$ cat src/rtl/sub_sched_pkg.sv
// Shared constants, FSM state type and nibble-step helper for the nibble-serial subtractor scheduler.
package sub_sched_pkg;

    localparam int NIBBLE = 4;

    typedef enum logic [1:0] {
        IDLE = 2'd0,
        RUN  = 2'd1,
        DONE = 2'd2
    } state_t;

    function automatic int nstep(input int width);
        return width / NIBBLE;
    endfunction

endpackage

$ cat src/rtl/sub4_bin.sv
// Combinational 4-bit ripple-borrow subtractor, one xor/not/and/or cell per bit so the
// netlist matches the gate-level subtractor used for fault enumeration.
module sub4_bin (
    input  logic [3:0] a,
    input  logic [3:0] b,
    input  logic       bin,
    output logic [3:0] d,
    output logic       bout
);

    logic [4:0] brw;

    assign brw[0] = bin;

    for (genvar i = 0; i < 4; i++) begin : g_bit
        logic axb;
        assign axb        = a[i] ^ b[i];
        assign d[i]       = axb ^ brw[i];
        assign brw[i + 1] = (~a[i] & b[i]) | (~axb & brw[i]);
    end

    assign bout = brw[4];

endmodule

$ cat src/rtl/sub_nibble_sched.sv
// Two-requester round-robin front end that runs WIDTH-bit subtractions through one
// shared 4-bit subtractor, one nibble per cycle, LSB first.
//
// state | meaning
// IDLE  | waiting for a request; arbiter drives reqX_ready
// RUN   | one nibble per cycle through sub4_bin, borrow carried in a register
// DONE  | result presented on res_*, waiting for res_ready
module sub_nibble_sched
    import sub_sched_pkg::*;
#(
    parameter int WIDTH = 16
) (
    input  logic             clk,
    input  logic             rst,
    input  logic             req0_valid,
    output logic             req0_ready,
    input  logic [WIDTH-1:0] req0_a,
    input  logic [WIDTH-1:0] req0_b,
    input  logic             req1_valid,
    output logic             req1_ready,
    input  logic [WIDTH-1:0] req1_a,
    input  logic [WIDTH-1:0] req1_b,
    output logic             res_valid,
    input  logic             res_ready,
    output logic [WIDTH-1:0] res_diff,
    output logic             res_borrow,
    output logic             res_id,
    output logic             busy
);

    localparam int NSTEP = nstep(WIDTH);
    localparam int IW    = (NSTEP > 1) ? $clog2(NSTEP) : 1;
    localparam logic [IW-1:0] LAST = IW'(NSTEP - 1);

    state_t           state;
    logic             ptr;
    logic [IW-1:0]    idx;
    logic             borrow;
    logic [WIDTH-1:0] a_q;
    logic [WIDTH-1:0] b_q;
    logic [WIDTH-1:0] diff_q;
    logic             id_q;
    logic             valid_q;
    logic             busy_q;

    logic             grant;
    logic             acc0;
    logic             acc1;
    logic [IW+1:0]    base;
    logic [3:0]       nib_d;
    logic             nib_bout;

    // On a tie the pointer decides; a lone requester always wins.
    assign grant      = (req0_valid && req1_valid) ? ptr : req1_valid;
    assign req0_ready = !rst && (state == IDLE) && req0_valid && !grant;
    assign req1_ready = !rst && (state == IDLE) && req1_valid && grant;
    assign acc0       = req0_valid && req0_ready;
    assign acc1       = req1_valid && req1_ready;

    assign base = {idx, 2'b00};

    sub4_bin u_sub4 (
        .a    (a_q[base +: NIBBLE]),
        .b    (b_q[base +: NIBBLE]),
        .bin  (borrow),
        .d    (nib_d),
        .bout (nib_bout)
    );

    always_ff @(posedge clk) begin
        if (rst) begin
            state   <= IDLE;
            ptr     <= 1'b0;
            idx     <= '0;
            borrow  <= 1'b0;
            a_q     <= '0;
            b_q     <= '0;
            diff_q  <= '0;
            id_q    <= 1'b0;
            valid_q <= 1'b0;
            busy_q  <= 1'b0;
        end else begin
            case (state)
                IDLE: begin
                    if (acc0 || acc1) begin
                        a_q    <= acc1 ? req1_a : req0_a;
                        b_q    <= acc1 ? req1_b : req0_b;
                        id_q   <= acc1;
                        borrow <= 1'b0;
                        idx    <= '0;
                        busy_q <= 1'b1;
                        state  <= RUN;
                    end
                end
                RUN: begin
                    diff_q[base +: NIBBLE] <= nib_d;
                    borrow <= nib_bout;
                    idx    <= idx + IW'(1);
                    if (idx == LAST) begin
                        valid_q <= 1'b1;
                        state   <= DONE;
                    end
                end
                DONE: begin
                    if (res_ready) begin
                        ptr     <= ~id_q;
                        valid_q <= 1'b0;
                        busy_q  <= 1'b0;
                        state   <= IDLE;
                    end
                end
                default: state <= IDLE;
            endcase
        end
    end

    assign res_valid  = valid_q;
    assign busy       = busy_q;
    assign res_diff   = diff_q;
    assign res_borrow = borrow;
    assign res_id     = id_q;

endmodule

$ cat config.mk
export PLATFORM = sky130hd
export DESIGN_NAME = sub_nibble_sched
export DESIGN_NICKNAME = d
export VERILOG_FILES = /design/src/rtl/sub_sched_pkg.sv /design/src/rtl/sub4_bin.sv /design/src/rtl/sub_nibble_sched.sv
export SDC_FILE = /design/constraint.sdc
export NUM_CORES = 1
export LEC_CHECK = 0
export CORE_ASPECT_RATIO = 1.1
export CORE_MARGIN = 1.5
export CORE_UTILIZATION = 44
export CTS_CLUSTER_DIAMETER = 80
export CTS_CLUSTER_SIZE = 28
export DETAILED_ROUTE_END_ITERATION = 8
export PLACE_DENSITY = 0.83
export RECOVER_POWER = 25
export SYNTH_ARGS = -nofsm -noshare
export SYNTH_HDL_FRONTEND = slang
export SYNTH_SLANG_ARGS = --single-unit
$ cat constraint.sdc
create_clock -name clk -period 2.7 [get_ports clk]
set_input_delay 0.675 -clock clk [delete_from_list [all_inputs] [get_ports clk]]
set_output_delay 0.675 -clock clk [all_outputs]
set_load 0.005 [all_outputs]
* Word-level counts from Yosys, hierarchy flattened
Cells that the tools add are included.
Cells by class: add/sub/neg operators 2, $mul 0, div/mod/pow operators 0, order comparisons 0, equal/unequal tests 6, shifts and indexed selects 4, mux-type cells 17, bitwise operators 29, reduce and logical (&&, ||, !) cells 21
Operator list (number):
- $mux W16 | 2
- $shiftx A16 B5 Y4 | 2
- $bwmux W16 | 1
- $shift A4 B6 Y16 const A | 1
- $shiftx A4 B6 Y16 | 1
- $not A1 Y1 | 9
- $reduce_and A3 Y1 | 3
- $and A1 B1 Y1 | 8
- $logic_and A1 B1 Y1 | 8
- $mux W2 | 4
- $xor A1 B1 Y1 | 8
- $neg A4 Y6 | 1
- $pmux W1 S2 | 3
- $pmux W2 S3 | 1
- $reduce_and A2 Y1 | 3
- $reduce_bool A2 Y1 | 3
- $mux W1 | 5
- $eq A2 B2 Y1 const B | 2
- $ne A2 B2 Y1 const B | 2
- $or A1 B1 Y1 | 4
- $pmux W2 S2 | 1
- $add A2 B1 Y2 const B | 1
- $eq A2 B1 Y1 const B | 1
- $logic_not A1 Y1 | 2
- 3 further kinds | 3
Word-level totals: register bits 57, bits in latches 0, bits in writable memories 0, ROM bits 0, input bits 69, output and inout bits 22, memories 0

* Logic depth before layout (Yosys ltp)
depth after elaboration 12, mapped depth 10, gate-level depth less buffers 9

* Hierarchy
A second synthesis with hierarchy kept.
Second synthesis, totals: cells, all modules 341, area, all modules 3149.3 um^2
By module, submodules not included:
- sub_nibble_sched | instances 1, cells an instance 327, area each 3031.7 um^2
- sub4_bin | instances 1, cells an instance 14, area each 117.6 um^2

* Worst setup path before layout
No wires, ideal clock.
kind register to register, start register idx[0], end register diff_q[3] (netlist: res_diff[3]), setup time 0.128 ns, arrival time 2.731 ns, data required time 2.572 ns, path slack -0.159 ns, stages on the path, launching flop included 8, cells stage by stage dfxtp_1 buf_2 mux4_2 fa_1 fa_1 fa_1 a32oi_1 nor2_1
Between the ends: longest elaborated chain between the ends 12, elaborated cells on any way between the ends 29, those cells by class add/sub (1); shift (4); mux (1); bitwise (23)
RTL lines:
- from (decl) | line sub_nibble_sched.sv:37 | logic [IW-1:0] idx;
- from (signal assigned) | line sub_nibble_sched.sv:98 | idx <= idx + IW'(1);
- $shiftx A16 B5 Y4 (on tied branches) | line sub_nibble_sched.sv:63, sub_nibble_sched.sv:64
- $xor A1 B1 Y1 | line sub4_bin.sv:17 | assign axb = a[i] ^ b[i];
- $not A1 Y1 | line sub4_bin.sv:19 | assign brw[i + 1] = (~a[i] & b[i]) | (~axb & brw[i]);
- $and A1 B1 Y1 | line sub4_bin.sv:19
- $or A1 B1 Y1 | line sub4_bin.sv:19
- $and A1 B1 Y1 | line sub4_bin.sv:19
- $or A1 B1 Y1 | line sub4_bin.sv:19
- $and A1 B1 Y1 | line sub4_bin.sv:19
- $or A1 B1 Y1 | line sub4_bin.sv:19
- $xor A1 B1 Y1 | line sub4_bin.sv:18 | assign d[i] = axb ^ brw[i];
- $shiftx A4 B6 Y16 | line sub_nibble_sched.sv:96 | diff_q[base +: NIBBLE] <= nib_d;
- $bwmux W16 (*) | line sub_nibble_sched.sv:96
- to (signal, indexed assignment) | line sub_nibble_sched.sv:96
- to (decl) | line sub_nibble_sched.sv:41 | logic [WIDTH-1:0] diff_q;
Every way passes the cells marked *; elsewhere a longest branch is shown, timed or not. A chain may end at the register's enable or synchronous reset.

* Worst setup path after layout
start register idx[0], end register diff_q[15] (netlist: res_diff[15])
The elaborated chain is that of the path after synthesis.

==> results.md <==
- The flow ran to the end, but the final reports show violations.
- The checks that failed: design-rule violations, negative setup slack.
- The mean instance size in the synthesized netlist is 9.66 sq um.
- The detailed router finished its first iteration with 251 violations.
- Tracing the worst setup path back leads to its startpoint at idx[0].
- The core region is 7130 sq um.
- Power spread over the standard cell area amounts to 549 nW/um^2.
- The worst path buffer plus inverter count is 2.
- The met3 global-route usage is 5.30%.
- The routed design has 9420 microns of wire.
- The library cell with the largest summed area after synthesis is sky130_fd_sc_hd__dfxtp_1.
- In the global route stage, overall resource usage came out at 23.2%.
- The global-route layer with the greatest usage is met2.
- The placement row count is 32.
- The number of global-route vias before repair is 2945.
- Of the synthesized area, sequential elements account for 34.8%.
- The minimum clock period after layout is 2.71 ns.
- Counting along the longest clock path gives a buffer depth of 2.
- Across the run, the number of max-cap violations was 0.
- Setup repair after global routing could not meet its margin everywhere.
- The detailed-placement wirelength estimate is 6130 microns.
- The die covers 7970 sq um.
- The critical path goes through mux4_2 -> inv_2 -> fa_1 -> inv_1 -> fa_2 -> fa_2 -> fa_2 -> a32oi_1 -> nor2_1.
- The detailed router placed 3193 vias in this run.
- The detail route stage leaves a number of antenna-violating nets equal to 0.
- Power comes to 2.43 mW.
- After detailed routing, the number of remaining DRC violations is 6.
- The overflow left after global routing is 0.
- The top flip-flop cell by instance count after synthesis is sky130_fd_sc_hd__dfxtp_1.
- The tightest min-delay check is of the register to register type.
- The number of top-level pins is 91.
- The worst slack on hold paths is 0.459 ns.
- The number of enable flip-flop cells after synthesis is 0.
- The post-CTS setup buffer count is 0.
- Following the worst setup path forward leads to its endpoint at res_diff[15].
- Dividing the detail-routed wire length by the instance count gives 18.8 microns.
- The repair_antennas step left the layout with diodes totalling 0.
- The cell seen most often among critical-path stages is sky130_fd_sc_hd__fa_2.
- The number of hold-repair buffers added at the cts stage is 0.
- The fraction of met1 tracks used by global routing is 28.3%.
- The die boundary height is 93.5 microns.
- Relative to the synthesized area, the layout overhead comes to 35.3%.
- The element type at the critical path start is a register.
- Clock latency on the worst-skew pair, taken at its later pin, is 0.35 ns.
- The share of synthesized flip-flops with an asynchronous set or reset is 0%.
- The number of nets in the synthesized netlist is 418.
- During synthesis, Yosys emitted a total of 0 warnings.
- At the worst endpoint, the arrival time is 2.92 ns.
- After technology mapping, the gate count stands at 339.
- The clock buffer count from CTS is 9.
- The iteration count of the initial detailed-routing pass is 7.
- The hold violation count in the final report is 0.
- The number of clock sinks is 57.
- Setup violations remaining at the end of the flow were counted as 1.
- The maximum number of pins on one net before global-route repair is 66.
- On the final layout, the worst clock skew is 0.00561 ns.
- The final RePlAce weighted congestion is 0.866.
- The initial cell density of the core is 46.0%.
- The worst slew margin relative to its limit is 47.2%.
- The number of H-tree branching levels is 3.
- Cells with a size suffix above 1 make up 18.6% of the layout.
- After synthesis, the cell types taking the most area are sky130_fd_sc_hd__dfxtp_1 35%, sky130_fd_sc_hd__o31ai_2 10%, sky130_fd_sc_hd__a311oi_1 8.6%.
- Across the VDD grid, the largest voltage drop is 0.279 mV.
- In this run the critical register-to-register path is captured at res_diff[15].
- The chip width is 85.3 microns.
- The first global-routing pass estimated 14600 microns of wire.
- Along the worst path, the maximum fanout reaches 4.
- The TritonCTS clock tree is yes.
- The startpoint of the worst-slack reg-to-reg timing path is idx[0].
- The class of the most critical setup path is register to register.
- Setup slack on the critical path of the routed design comes to -0.00624 ns.
- The root buffer cell is sky130_fd_sc_hd__clkbuf_8.
- At the pin with the least slew margin, the transition time is 0.790 ns.
- The worst setup path is captured at a register.
- The flop and latch count out of synthesis is 57.
- Timing would allow up to 0.370 GHz.
- The number of antenna violations at the first check in global routing is 0.
- The layout net count is 489.
- Leaving out fill and tap cells, the most frequent cell in the layout is sky130_fd_sc_hd__clkdlybuf4s50_1.
- Port buffering added 90 buffers.
- The number of cells on the worst reg-to-reg path is 9.
- The post-CTS clock slew at the launch and capture registers of the worst setup and hold paths is 0.07 ns.
- The share of the synthesized area in the top cell type is 34.8%.
- The share of the core filled with cells is 62.2%.
- The max-slew violation count is 0.
- Summed over all cells, the static leakage comes to 1.54 nW.
- The critical path's largest stage delay is 0.50 ns.
- The largest individual stage delay along the critical path comes from the cell sky130_fd_sc_hd__mux4_2.
- Summing every instance area after synthesis gives 3280 sq um.
- Data on the critical path is required at its endpoint by 2.92 ns.
- For flop-to-flop paths, the worst setup slack is -0.006 ns.
- Counting buffers and inverters, the worst setup path is 9 cells deep.
- The average vias per placed instance is 6.39.
- Prior to clock tree synthesis, the placed netlist has a worst setup slack of -0.116 ns.
- The fraction of met2 tracks used by global routing is 40.3%.
- The number of different library cells used by synthesis comes to 34.
- The part of the cycle the worst path needs is 100%.
- In the layout the commonest cells are 74 x sky130_fd_sc_hd__clkdlybuf4s50_1, 55 x sky130_fd_sc_hd__dfxtp_1, 39 x sky130_fd_sc_hd__a21oi_1, 32 x sky130_fd_sc_hd__nand4_1, 32 x sky130_fd_sc_hd__a311oi_1.
- In this design, the largest share of critical-path delay is due to adder cells.
per-stage QoR:
stage | instance area (sq um) | instances | TNS (ns)
2_1_floorplan | 3290 | 339 | 0
5_1_grt | 4430 | 500 | -0.358
4_1_cts | 4430 | 500 | -0.00927
3_5_place_dp | 4190 | 484 | -0.456
3_3_place_gp | 4190 | 484 | -0.205
6_report | 4430 | 500 | -0.00624
worst min-delay path by stage:
stage / depth (start not counted) / endpoint / from
6_report: 2 / busy / busy
5_1_grt: 2 / busy / busy
2_1_floorplan: 2 / busy / busy
3_5_place_dp: 2 / busy / busy
3_3_place_gp: 2 / busy / busy
4_1_cts: 2 / busy / busy
Yosys cell counts (all sizes together), types with 2 or more instances:
library cell,n
nand2b,5
nand4,32
nand2,5
o211ai,3
nor2b,3
a311oi,32
nor2,22
inv,11
nand3b,5
buf,30
nor4bb,2
mux4,8
o31ai,33
a21oi,39
a32oi,16
fa,4
and3b,2
dfxtp,57
ha,6
clkbuf,15
power breakdown:
part	total [mW]	leakage (nW)	internal [mW]	switching, mW
registers	0.939	0.468	0.897	0.0425
logic	0.547	0.948	0.260	0.287
clock network	0.944	0.124	0.595	0.348
total	2.43	1.54	1.75	0.678
tightest hold or removal path, delay by kind of cell, from the launching register on:
family / cells / cell delay [ns]
compound gates: 1 / 0.05
flops: 1 / 0.31
simple gates: 1 / 0.05
logic make-up after synthesis:
kind of cell               Yosys count  share of synthesized area, %
AOI/OAI and AO/OA                  124                          31.4
adders and majority gates           10                          4.74
buffers and inverters               56                          8.48
DFF                                 57                          34.8
muxes                                9                          5.81
and+or+nand+nor                     83                          14.7
cell type report:
cell class	instances	area, sq um
fill	587	2700
sequential	57	1150
inverter	11	41.3
clock inverter	5	75.1
multi-input combinational	226	1880
clock buffer	11	163
tap	85	106
timing repair buffer	105	1020
per-layer routing:
metal  wire length [microns]  share of wire, %
met1                    3690                39
met2                    4840                51
met3                     674               7.2
met4                     211               2.2
met5                       0                 0
state kept, by name, summed over array words and instances (netlist names):
| register | count |
|---|---|
| idx | 2 |
| res_borrow | 1 |
| state | 2 |
| res_diff | 16 |
| a_q | 16 |
| busy | 1 |
| res_valid | 1 |
| res_id | 1 |
| b_q | 16 |
| ptr | 1 |
repair_timing:
action	in CTS	in global routing
pin swaps	2	2
endpoints found under the setup margin	4	5
gates cloned	0	0
gates resized for setup	3	1
No activity file was read; power rests on OpenSTA's default activity.
